$ cat src/rtl/pc_stack_unit_pkg.sv
`default_nettype none
// ============================================================================
// Module : bip_pc_pkg
// Brief  : Shared opcode encodings for the BIP program counter unit.
// Rev    : 1.0 - initial release
// ============================================================================
package bip_pc_pkg;

    localparam int PC_OP_W = 2;

    typedef logic [PC_OP_W-1:0] pc_op_t;

    localparam pc_op_t PC_OP_INC  = 2'b00;
    localparam pc_op_t PC_OP_JUMP = 2'b01;
    localparam pc_op_t PC_OP_CALL = 2'b10;
    localparam pc_op_t PC_OP_RET  = 2'b11;

endpackage : bip_pc_pkg
`default_nettype wire

$ cat src/rtl/pc_stack_unit_if.sv
`default_nettype none
// ============================================================================
// Module : pc_stack_unit_if
// Brief  : Decoder-side bus of the PC/return-stack unit.
// Rev    : 1.0 - initial release
// ============================================================================
interface pc_stack_unit_if
    import bip_pc_pkg::*;
#(
    parameter int ADDR_W = 11,
    parameter int DEPTH  = 8
);
    localparam int DEPTH_W = $clog2(DEPTH + 1);

    logic               enable_i;
    pc_op_t             op_i;
    logic [ADDR_W-1:0]  target_i;
    logic               clear_flags_i;
    logic [ADDR_W-1:0]  pc_o;
    logic [DEPTH_W-1:0] depth_o;
    logic               stack_full_o;
    logic               stack_empty_o;
    logic               overflow_o;
    logic               underflow_o;

    // Decoder side: issues operations, observes the PC and stack status
    modport master (
        output enable_i, op_i, target_i, clear_flags_i,
        input  pc_o, depth_o, stack_full_o, stack_empty_o, overflow_o, underflow_o
    );

    // PC unit side
    modport slave (
        input  enable_i, op_i, target_i, clear_flags_i,
        output pc_o, depth_o, stack_full_o, stack_empty_o, overflow_o, underflow_o
    );

endinterface : pc_stack_unit_if
`default_nettype wire

$ cat src/rtl/pc_stack_unit_return_stack.sv
`default_nettype none
// ============================================================================
// Module : return_stack
// Brief  : LIFO of return addresses; push ignored when full, pop when empty.
// Rev    : 1.0 - initial release
// ============================================================================
module return_stack #(
    parameter int ADDR_W = 11,
    parameter int DEPTH  = 8
) (
    input  wire logic                         clock_i,
    input  wire logic                         reset_i,
    input  wire logic                         push_i,
    input  wire logic                         pop_i,
    input  wire logic [ADDR_W-1:0]            data_i,
    output logic      [ADDR_W-1:0]            top_o,
    output logic      [$clog2(DEPTH+1)-1:0]   depth_o,
    output logic                              full_o,
    output logic                              empty_o
);
    localparam int PTR_W = $clog2(DEPTH + 1);
    localparam int IDX_W = $clog2(DEPTH);
    localparam logic [PTR_W-1:0] c_ptr_full = PTR_W'(DEPTH);

    logic [ADDR_W-1:0] r_mem [DEPTH];
    logic [PTR_W-1:0]  r_ptr;
    logic              w_do_push;
    logic              w_do_pop;
    logic [IDX_W-1:0]  w_wr_idx;
    logic [IDX_W-1:0]  w_rd_idx;

    assign full_o    = (r_ptr == c_ptr_full);
    assign empty_o   = (r_ptr == '0);
    assign depth_o   = r_ptr;
    assign w_do_push = push_i & ~full_o;
    assign w_do_pop  = pop_i & ~empty_o & ~push_i;

    // The pointer always names the next free slot; the top lives one below it.
    // Out-of-range indices only arise when full (no write) or empty (top unused).
    assign w_wr_idx = IDX_W'(r_ptr);
    assign w_rd_idx = IDX_W'(r_ptr - PTR_W'(1));
    assign top_o    = r_mem[w_rd_idx];

    // Stack pointer: the only state that must be reset
    always_ff @(posedge clock_i or negedge reset_i) begin
        if (!reset_i) begin
            r_ptr <= '0;
        end else if (w_do_push) begin
            r_ptr <= r_ptr + PTR_W'(1);
        end else if (w_do_pop) begin
            r_ptr <= r_ptr - PTR_W'(1);
        end
    end

    // Entry storage, contents are don't-care after reset
    always_ff @(posedge clock_i) begin
        if (w_do_push) begin
            r_mem[w_wr_idx] <= data_i;
        end
    end

endmodule : return_stack
`default_nettype wire

$ cat src/rtl/pc_stack_unit.sv
`default_nettype none
// ============================================================================
// Module : pc_stack_unit
// Brief  : Program counter with CALL/RETURN stack and sticky error flags.
// Rev    : 1.0 - initial release
// ============================================================================
module pc_stack_unit
    import bip_pc_pkg::*;
#(
    parameter int                ADDR_W     = 11,
    parameter int                DEPTH      = 8,
    parameter logic [ADDR_W-1:0] RESET_ADDR = '0
) (
    input  wire logic       clock_i,
    input  wire logic       reset_i,
    pc_stack_unit_if.slave  bus
);
    localparam int DEPTH_W = $clog2(DEPTH + 1);

    logic [ADDR_W-1:0]  r_pc;
    logic [ADDR_W-1:0]  w_pc_next;
    logic [ADDR_W-1:0]  w_pc_inc;
    logic [ADDR_W-1:0]  w_top;
    logic [DEPTH_W-1:0] w_depth;
    logic               w_full;
    logic               w_empty;
    logic               w_is_call;
    logic               w_is_ret;
    logic               w_ovf_set;
    logic               w_udf_set;
    logic               r_overflow;
    logic               r_underflow;

    assign w_pc_inc  = r_pc + ADDR_W'(1);
    assign w_is_call = bus.enable_i && (bus.op_i == PC_OP_CALL);
    assign w_is_ret  = bus.enable_i && (bus.op_i == PC_OP_RET);
    assign w_ovf_set = w_is_call && w_full;
    assign w_udf_set = w_is_ret && w_empty;

    return_stack #(
        .ADDR_W (ADDR_W),
        .DEPTH  (DEPTH)
    ) u_return_stack (
        .clock_i (clock_i),
        .reset_i (reset_i),
        .push_i  (w_is_call),
        .pop_i   (w_is_ret),
        .data_i  (w_pc_inc),
        .top_o   (w_top),
        .depth_o (w_depth),
        .full_o  (w_full),
        .empty_o (w_empty)
    );

    // Next-PC selection; a RETURN on an empty stack just falls through
    always_comb begin
        w_pc_next = r_pc;
        if (bus.enable_i) begin
            case (bus.op_i)
                PC_OP_INC:  w_pc_next = w_pc_inc;
                PC_OP_JUMP: w_pc_next = bus.target_i;
                PC_OP_CALL: w_pc_next = bus.target_i;
                PC_OP_RET:  w_pc_next = w_empty ? w_pc_inc : w_top;
                default:    w_pc_next = r_pc;
            endcase
        end
    end

    // PC register
    always_ff @(posedge clock_i or negedge reset_i) begin
        if (!reset_i) begin
            r_pc <= RESET_ADDR;
        end else begin
            r_pc <= w_pc_next;
        end
    end

    // Sticky error flags; a new error takes priority over a clear request
    always_ff @(posedge clock_i or negedge reset_i) begin
        if (!reset_i) begin
            r_overflow  <= 1'b0;
            r_underflow <= 1'b0;
        end else begin
            if (w_ovf_set) begin
                r_overflow <= 1'b1;
            end else if (bus.clear_flags_i) begin
                r_overflow <= 1'b0;
            end
            if (w_udf_set) begin
                r_underflow <= 1'b1;
            end else if (bus.clear_flags_i) begin
                r_underflow <= 1'b0;
            end
        end
    end

    assign bus.pc_o          = r_pc;
    assign bus.depth_o       = w_depth;
    assign bus.stack_full_o  = w_full;
    assign bus.stack_empty_o = w_empty;
    assign bus.overflow_o    = r_overflow;
    assign bus.underflow_o   = r_underflow;

endmodule : pc_stack_unit
`default_nettype wire

$ cat src/flat_wrapper.sv
// flat-port wrapper written by rule: the top's interface ports become plain ports
module pc_stack_unit_flat import bip_pc_pkg::*;
#(
    parameter int                ADDR_W     = 11,
    parameter int                DEPTH      = 8,
    parameter logic [ADDR_W-1:0] RESET_ADDR = '0
)
  (clock_i, reset_i, bus_enable_i, bus_op_i, bus_target_i, bus_clear_flags_i, bus_pc_o, bus_depth_o, bus_stack_full_o, bus_stack_empty_o, bus_overflow_o, bus_underflow_o);
  pc_stack_unit_if #(.ADDR_W(ADDR_W), .DEPTH(DEPTH)) bus_i ();
  input  wire logic clock_i;
  input  wire logic reset_i;
  input wire logic [$bits(bus_i.enable_i)-1:0] bus_enable_i;
  input wire logic [$bits(bus_i.op_i)-1:0] bus_op_i;
  input wire logic [$bits(bus_i.target_i)-1:0] bus_target_i;
  input wire logic [$bits(bus_i.clear_flags_i)-1:0] bus_clear_flags_i;
  output wire logic [$bits(bus_i.pc_o)-1:0] bus_pc_o;
  output wire logic [$bits(bus_i.depth_o)-1:0] bus_depth_o;
  output wire logic [$bits(bus_i.stack_full_o)-1:0] bus_stack_full_o;
  output wire logic [$bits(bus_i.stack_empty_o)-1:0] bus_stack_empty_o;
  output wire logic [$bits(bus_i.overflow_o)-1:0] bus_overflow_o;
  output wire logic [$bits(bus_i.underflow_o)-1:0] bus_underflow_o;
  assign bus_i.enable_i = bus_enable_i;
  assign bus_i.op_i = bus_op_i;
  assign bus_i.target_i = bus_target_i;
  assign bus_i.clear_flags_i = bus_clear_flags_i;
  assign bus_pc_o = bus_i.pc_o;
  assign bus_depth_o = bus_i.depth_o;
  assign bus_stack_full_o = bus_i.stack_full_o;
  assign bus_stack_empty_o = bus_i.stack_empty_o;
  assign bus_overflow_o = bus_i.overflow_o;
  assign bus_underflow_o = bus_i.underflow_o;
  pc_stack_unit #(.ADDR_W(ADDR_W), .DEPTH(DEPTH), .RESET_ADDR(RESET_ADDR)) u_core (.clock_i(clock_i), .reset_i(reset_i), .bus(bus_i));
endmodule
$ cat config.mk
export PLATFORM = sky130hd
export DESIGN_NAME = pc_stack_unit_flat
export DESIGN_NICKNAME = d
export VERILOG_FILES = /design/src/rtl/pc_stack_unit_pkg.sv /design/src/rtl/pc_stack_unit_if.sv /design/src/rtl/pc_stack_unit_return_stack.sv /design/src/rtl/pc_stack_unit.sv /design/src/flat_wrapper.sv
export SDC_FILE = /design/constraint.sdc
export NUM_CORES = 1
export LEC_CHECK = 0
export BUFFER_PORTS_ARGS = -buffer_cell sky130_fd_sc_hd__buf_2
export CAP_MARGIN = 10
export CORE_ASPECT_RATIO = 1.25
export CORE_MARGIN = 1.5
export CORE_UTILIZATION = 60
export CTS_CLUSTER_DIAMETER = 150
export DETAILED_ROUTE_END_ITERATION = 10
export PLACE_DENSITY_LB_ADDON = 0.15
export SKIP_LAST_GASP = 1
export SYNTH_ARGS = -nofsm -noshare
export SYNTH_HDL_FRONTEND = slang
export SYNTH_SLANG_ARGS = --single-unit
$ cat constraint.sdc
create_clock -name clock_i -period 3.5 [get_ports clock_i]
set_clock_uncertainty 0.1 [all_clocks]
set_input_delay 0.175 -clock clock_i [delete_from_list [all_inputs] [get_ports clock_i]]
set_output_delay 0.175 -clock clock_i [all_outputs]
set_load 0.01 [all_outputs]
==> results.yml, run 1 <==
die:
  num_rows: 36
  ioPinCount: 36
  coreArea_sq_mm: 0.00779
  start_util_pct: 61.5
  fp.dieArea_sq_mm: 0.00854
  die_x_microns: 82.9
  die_h_microns: 103
placed_design:
  dp_hpwl_mm: 6.58
  gp_congestion: 0.849
  dp_cells: 440
  numPortBuffers: 35
timing:
  setup_tns_ns: 0
  max_freq_mhz: 346
  finalMaxSlewViolations: 0
  hold_ws_ns: 0.0188
  hold_viol_final: 0
  tightest_slew_ns: 0.945
  setup_violations: 0
  rsz0062_at_grt: "false"
  min_period_ns: 2.89
  slew_headroom_pct: 37.0
  fin_crit_sh_pct: 82.5
run_status:
  run_status: "finished, final reports clean"
critical_path:
  critPathCaptureType: "flip-flop"
  r2r-start: "u_core.u_return_stack.depth_o[1]$_DFFE_PN0P_"
  reg2reg_depth: 7
  startpoint_type: "flip-flop"
  worstPathRequired_ns: 3.64
  ff2ff_setup_slack_ns: 0.61
  worstPathArrival_ns: 3.03
  timing.rr.end: "u_core.bus.pc_o[3]$_DFFE_PN0P_"
  crit_type: "reg2reg"
  crit_fanout: 16
global_routing:
  grt_antenna_before_repair: 0
  grt_overflow: 0
  grt_pass1_wl_mm: 15.3
  grt.total_usage_pct: 24.3
  grt_pass1_vias: 2737
  grt_max_degree: 27
cts:
  cts_buffers: 9
  cts_sinks: 105
  root_buffer: "clkbuf_8"
  cts_tree: "built"
  htree_num_levels: 3
  clkSlewWorstSetupHoldPaths_ns: 0.10
  clockBufferDepth: 2
  clk_latency_ns: 0.36
power_and_ir_drop:
  p_per_area_mw_per_mm2: 778
  power.total_w: 0.00413
  leakagePower_nw: 1.96
  peakVddDrop_v: 0.000476
synth:
  synth_cell_types: 41
  ys_ff_latch: 105
  synth_ff_type: "edfxtp_1"
  synthXorXnorAreaFrac_pct: 2.77
  ys_async_sr_fraction_pct: 16.2
  synth_simple_gate_area_share_pct: 6.76
  synth_nets: 339
  synthAdderAreaFrac_pct: 1.57
  synth_area_leaders: "edfxtp_1 (55%), dfrtp_1 (8.9%), mux4_1 (8.2%)"
  synth_most_common_cell: "edfxtp_1"
  synth_compound_area_share_pct: 7.23
  synth_seq_area_share_pct: 64.0
  synth_top_family_by_area: "multiplexers"
  synth_top_area_share_pct: 55.1
  synth_top_area_cell: "edfxtp_1"
  synth_common_cells: "edfxtp_1 (88), a21oi_1 (19), nand2_1 (19)"
  synth_mux_area_share_pct: 14.3
  synth_area_sq_mm: 0.00479
  synth_edf_count: 88
  synth_cells: 316
  yosysWarnings: 0
  avgSynthCellArea_sq_um: 15.2
layout:
  n_antenna_cell: 0
  drive_gt1_share_pct: 21.7
  fin_cells: 459
  fillers: 525
  syn_to_final_growth_pct: 10.8
  register_area_sq_mm: 0.00307
  final_nets: 382
  fin_util_pct: 68.2
  multiInputGateArea_sq_mm: 0.00157
route:
  drc: 0
  vias: 2846
  wirelength_mm: 9.60
  wire_per_inst_microns: 20.9
  ant_nets: 0
  drt_iter0_markers: 221
  first_pass_iters: 4
  via_per_inst: 6.20
hold_path:
  min_to: "u_core.bus.pc_o[9]$_DFFE_PN0P_"
  hold_path.class: "in2reg"
  min_delay_path_depth: 3
  worstHoldStart: "bus_target_i[9]"
job:
  maxCapViolations: 0
cells in the final DEF, fill, tap and decap left out, types with 2 or more instances in the layout:
cell / count
a211oi_1: 4
o21ai_0: 6
o211ai_1: 2
buf_2: 35
and3_1: 3
dlygate4sd3_1: 3
mux4_2: 4
clkbuf_8: 9
a21oi_1: 19
edfxtp_1: 88
clkinv_4: 3
nor3_1: 9
a31oi_1: 4
o22ai_1: 7
mux2i_1: 12
xor2_1: 6
buf_4: 12
o2111ai_1: 4
a22oi_1: 3
mux2_2: 7
mux4_1: 15
inv_1: 13
or3_1: 2
xnor2_1: 6
nor2_1: 12
nand3_1: 12
ha_1: 6
nand2b_1: 4
nand2_1: 19
dfrtp_1: 17
kinds of logic after synthesis:
logic type	after synthesis
flops	105
simple gates	68
compound gates	54
mux	38
buf+inv	32
xor+xnor	13
fa+ha+maj	6
layout make-up:
type / instances / area share, %
tap: 95 / 2.24
clock inverter: 7 / 1.51
timing repair buffer: 50 / 5.56
sequential: 105 / 57.8
multi-input combinational: 179 / 29.6
inverter: 14 / 0.989
clock buffer: 9 / 2.33
flip-flops by register name, indices dropped and copies added (netlist names):
register / flops
u_core.bus.pc_o: 11
u_core.bus.overflow_o: 1
u_core.u_return_stack.r_mem: 88
u_core.bus.underflow_o: 1
u_core.u_return_stack.depth_o: 4
critical path, cell delays in order (launching register included):
cell and delay, ns:
dfrtp_1 0.51, inv_1 0.11, ha_1 0.29, xor2_4 0.58
mux4_1 0.62, or3_1 0.32, o2111ai_1 0.14, a221oi_2 0.10
per-layer routing:
metal | vias to the layer above | part of all wire, % | global-route usage (%)
li1 | 1322 | - | -
met1 | 1409 | 43 | 32.6
met2 | 97 | 49 | 39.8
met3 | 18 | 5.6 | 4.40
met4 | 0 | 2.2 | 10.9
met5 | - | 0 | 0
per-stage QoR:
step                      setup slack, ns  cell area, sq um
final                               0.612              5310
after global placement              0.703              5080
after CTS                           0.612              5310
after detailed placement            0.635              5080
after global routing                0.405              5310
after floorplan                     0.347              4790
power breakdown:
part / internal (W) / total [W] / switching (W)
clock: 0.000338 / 0.000747 / 0.000409
combinational: 0.000736 / 0.00164 / 0.000903
sequential: 0.00161 / 0.00175 / 0.000134
total: 0.00269 / 0.00413 / 0.00145
how the worst max path moves through the flow:
stage / start / end / slack (ns) / cells after the start
finish: u_core.u_return_stack.depth_o[1]$_DFFE_PN0P_ / u_core.bus.pc_o[3]$_DFFE_PN0P_ / 0.61 / 7
global route: u_core.u_return_stack.depth_o[1]$_DFFE_PN0P_ / u_core.bus.pc_o[3]$_DFFE_PN0P_ / 0.41 / 7
CTS: u_core.u_return_stack.depth_o[1]$_DFFE_PN0P_ / u_core.bus.pc_o[3]$_DFFE_PN0P_ / 0.61 / 7
detailed placement: u_core.u_return_stack.depth_o[0]$_DFFE_PN0P_ / u_core.bus.pc_o[3]$_DFFE_PN0P_ / 0.64 / 7
global placement: u_core.u_return_stack.depth_o[1]$_DFFE_PN0P_ / u_core.bus.pc_o[3]$_DFFE_PN0P_ / 0.70 / 7
floorplan: u_core.u_return_stack.depth_o[0]$_DFFE_PN0P_ / u_core.u_return_stack.r_mem[0][0]$_DFFE_PP_ / 0.35 / 6
timing repair:
item                                   in CTS  in global routing
hold buffers                                3                  0
endpoints found under the hold margin      20                  0
gates resized for setup                     0                  0
buffers inserted                            0                  0
Power figures use the tool's default switching activity.
==> run 2: changes to the inputs <==
- ABC_AREA: default -> 1
- CORE_UTILIZATION: 60 -> 54
- clock period: 3.5 -> 2.4 ns (I/O delays scaled with it)
==> run 2 against run 1 <==
Fmax grew 35%. Clock-buffer cell count grew 1. Synthesized cell count grew 60%. Die area grew 14%. Utilization shrank 4.9 points. Non-clock buffer count grew 15. Worst hold slack gained 0.020 ns. Cell area grew 4.8%. Critical endpoint is now u_core.u_return_stack.depth_o[3]$_DFFE_PN0P_. Largest power group is now combinational cells.
==> results.yml, run 2 <==
synth:
  yosysWarnings: 0
  synth_ff_type: "edfxtp_1"
  ys_async_sr_fraction_pct: 16.2
  synth_nets: 528
  synth_seq_area_share_pct: 62.2
  synth_cells: 505
  synth_common_cells: "nand2_1 (168), edfxtp_1 (88), nand3_1 (87)"
  synth_area_leaders: "edfxtp_1 (54%), nand2_1 (13%), nand3_1 (8.8%)"
  synth_cell_types: 33
  synth_top_area_share_pct: 53.6
  synth_most_common_cell: "nand2_1"
  synth_top_area_cell: "edfxtp_1"
  ys_ff_latch: 105
  avgSynthCellArea_sq_um: 9.77
  synth_edf_count: 88
  synth_area_sq_mm: 0.00493
timing:
  slew_headroom_pct: 46.7
  hold_viol_final: 0
  finalMaxSlewViolations: 0
  setup_violations: 0
  tightest_slew_ns: 0.794
  setup_tns_ns: 0
  max_freq_mhz: 467
  min_period_ns: 2.14
  fin_crit_sh_pct: 89.3
  rsz0062_at_grt: "false"
route:
  drt_iter0_markers: 393
  ant_nets: 0
  drc: 0
  wire_per_inst_microns: 17.2
  first_pass_iters: 5
  via_per_inst: 5.47
  vias: 3735
  wirelength_mm: 11.7
die:
  die_h_microns: 110
  die_x_microns: 88.5
  ioPinCount: 36
  coreArea_sq_mm: 0.00880
  num_rows: 38
  start_util_pct: 56.1
  fp.dieArea_sq_mm: 0.00972
critical_path:
  r2r-start: "u_core.u_return_stack.depth_o[1]$_DFFE_PN0P_"
  ff2ff_setup_slack_ns: 0.26
  crit_slowest_cell: "dfrtp_1"
  timing.rr.end: "u_core.u_return_stack.depth_o[3]$_DFFE_PN0P_"
  critPathCaptureType: "flip-flop"
  startpoint_type: "flip-flop"
  path_cells: "inv_1 -> ha_1 -> nand2_4 -> nor2_2 -> inv_2 -> nand4_1 -> nand2_1 -> o21ai_1 -> xor2_1"
  worstPathRequired_ns: 2.56
  reg2reg_depth: 9
  crit_fanout: 15
  max_stage_delay_ns: 0.48
  crit_buf_inv: 2
  worstPathArrival_ns: 2.30
  cpLargestDelayFamily: "simple AND/OR/NAND/NOR gates"
  crit_type: "reg2reg"
  path_depth: 9
layout:
  n_antenna_cell: 0
  register_area_sq_mm: 0.00307
  largest_reg_flops: 88
  final_cell_mix: "nand2_1 (168), edfxtp_1 (88), nand3_1 (87)"
  final_nets: 581
  drive_gt1_share_pct: 15.1
  layout_commonest_cell: "nand2_1"
  fin_util_pct: 63.3
  regMostFlops: "u_core.u_return_stack.r_mem"
  multiInputGateArea_sq_mm: 0.00159
  fillers: 724
  syn_to_final_growth_pct: 12.8
hold_path:
  worstHoldStart: "bus_enable_i"
  min_delay_path_depth: 3
  hold_path.class: "in2reg"
  min_to: "u_core.bus.pc_o[2]$_DFFE_PN0P_"
power_and_ir_drop:
  p_per_area_mw_per_mm2: 1100
  peakVddDrop_v: 0.00101
  intPower_w: 0.00351
  leakagePower_nw: 2.33
  switchingPower_w: 0.00263
  seqPwrFrac_pct: 39.1
  p_comb_share_pct: 44.7
  netSwitchingFraction_pct: 42.9
  clock_power_share_pct: 16.2
placed_design:
  dp_hpwl_mm: 7.66
  gp_congestion: 0.871
  numPortBuffers: 35
job:
  maxCapViolations: 0
cts:
  clockBufferDepth: 2
  cts_tree: "built"
  clkSlewWorstSetupHoldPaths_ns: 0.10
  clk_latency_ns: 0.37
  htree_num_levels: 3
  post_cts_buffers: 0
  cts_buffers: 9
  cts_sinks: 105
  root_buffer: "clkbuf_8"
global_routing:
  grt_pass1_vias: 3531
  grt_pass1_wl_mm: 18.7
  grt.total_usage_pct: 26.4
  grt_antenna_before_repair: 0
  grt_overflow: 0
  grt_max_degree: 49
run_status:
  run_status: "finished, final reports clean"
-- run 2: cell count changes after synthesis, moves of 11 or more --
cell and change:
nand2_1 +149, mux2i_1 -12, buf_2 +11, inv_1 +21, mux4_1 -15, nand3_1 +75
-- run 2: worst max path at each step --
stage                                                       startpoint  slack, ns                                           end
after detailed placement  u_core.u_return_stack.depth_o[1]$_DFFE_PN0P_       0.29  u_core.u_return_stack.depth_o[3]$_DFFE_PN0P_
final                     u_core.u_return_stack.depth_o[1]$_DFFE_PN0P_       0.26  u_core.u_return_stack.depth_o[3]$_DFFE_PN0P_
after CTS                 u_core.u_return_stack.depth_o[1]$_DFFE_PN0P_       0.27  u_core.u_return_stack.depth_o[3]$_DFFE_PN0P_
after global placement    u_core.u_return_stack.depth_o[1]$_DFFE_PN0P_       0.36  u_core.u_return_stack.depth_o[3]$_DFFE_PN0P_
after global routing      u_core.u_return_stack.depth_o[1]$_DFFE_PN0P_       0.09  u_core.u_return_stack.depth_o[3]$_DFFE_PN0P_
after floorplan           u_core.u_return_stack.depth_o[0]$_DFFE_PN0P_       0.01   u_core.u_return_stack.r_mem[5][0]$_DFFE_PP_
-- run 2: power groups by stage --
stage          sequential (W)  clock, W  combinational (W)
2_1_floorplan         0.00246         0            0.00179
6_report              0.00240  0.000992            0.00274
4_1_cts               0.00240  0.000997            0.00274
5_1_grt               0.00243   0.00108            0.00301
3_3_place_gp          0.00244         0            0.00269
3_5_place_dp          0.00244         0            0.00271
-- run 2: cell type report --
| type | count | share of cell area, % |
|---|---|---|
| tap | 120 | 2.70 |
| timing repair buffer | 65 | 7.91 |
| sequential | 105 | 55.1 |
| clock inverter | 6 | 0.787 |
| multi-input combinational | 339 | 28.6 |
| clock buffer | 10 | 2.29 |
| inverter | 38 | 2.56 |
-- run 2: per-stage QoR --
step / power, W / hold slack (ns) / area [sq um] / worst slack (ns) / std cells
after detailed placement: 0.00515 / -0.0264 / 5280 / 0.288 / 656
after global routing: 0.00652 / 0.0298 / 5570 / 0.0939 / 683
final: 0.00614 / 0.0390 / 5570 / 0.258 / 683
after CTS: 0.00613 / 0.0206 / 5570 / 0.267 / 683
after floorplan: 0.00424 / -0.276 / 4940 / 0.0112 / 505
after global placement: 0.00512 / -0.0261 / 5280 / 0.362 / 656
-- run 2: repair_timing --
action | 4_1_cts | 5_1_grt
hold endpoints to repair | 28 | 0
hold buffers | 11 | 0
resized for setup | 0 | 0
-- run 2: worst register-to-register path, delay by kind of cell (launching register included) --
kind,cells,cell delay [ns]
AO/OA/AOI/OAI,1,0.10
AND/OR/NAND/NOR,4,0.57
XOR/XNOR,1,0.15
buffers and inverters,2,0.39
adder cells (fa/ha/maj),1,0.24
flip-flops,1,0.48
-- run 2: logic make-up (layout without fill, tap and decap cells) --
kind of cell | Yosys count | count (layout) | synth area share, %
AOI/OAI and AO/OA | 38 | 38 | 4.19
buffers and inverters | 61 | 119 | 5.61
xor gates and xnor gates | 5 | 5 | 0.888
and+or+nand+nor | 290 | 290 | 25.6
DFF | 105 | 105 | 62.2
adders and majority gates | 6 | 6 | 1.52
-- run 2: layer usage --
metal	global-route usage, %	share of wire, %
met5	0	0
met4	7.70	0.99
met3	3.98	5.2
met1	37.7	44
met2	42.3	50
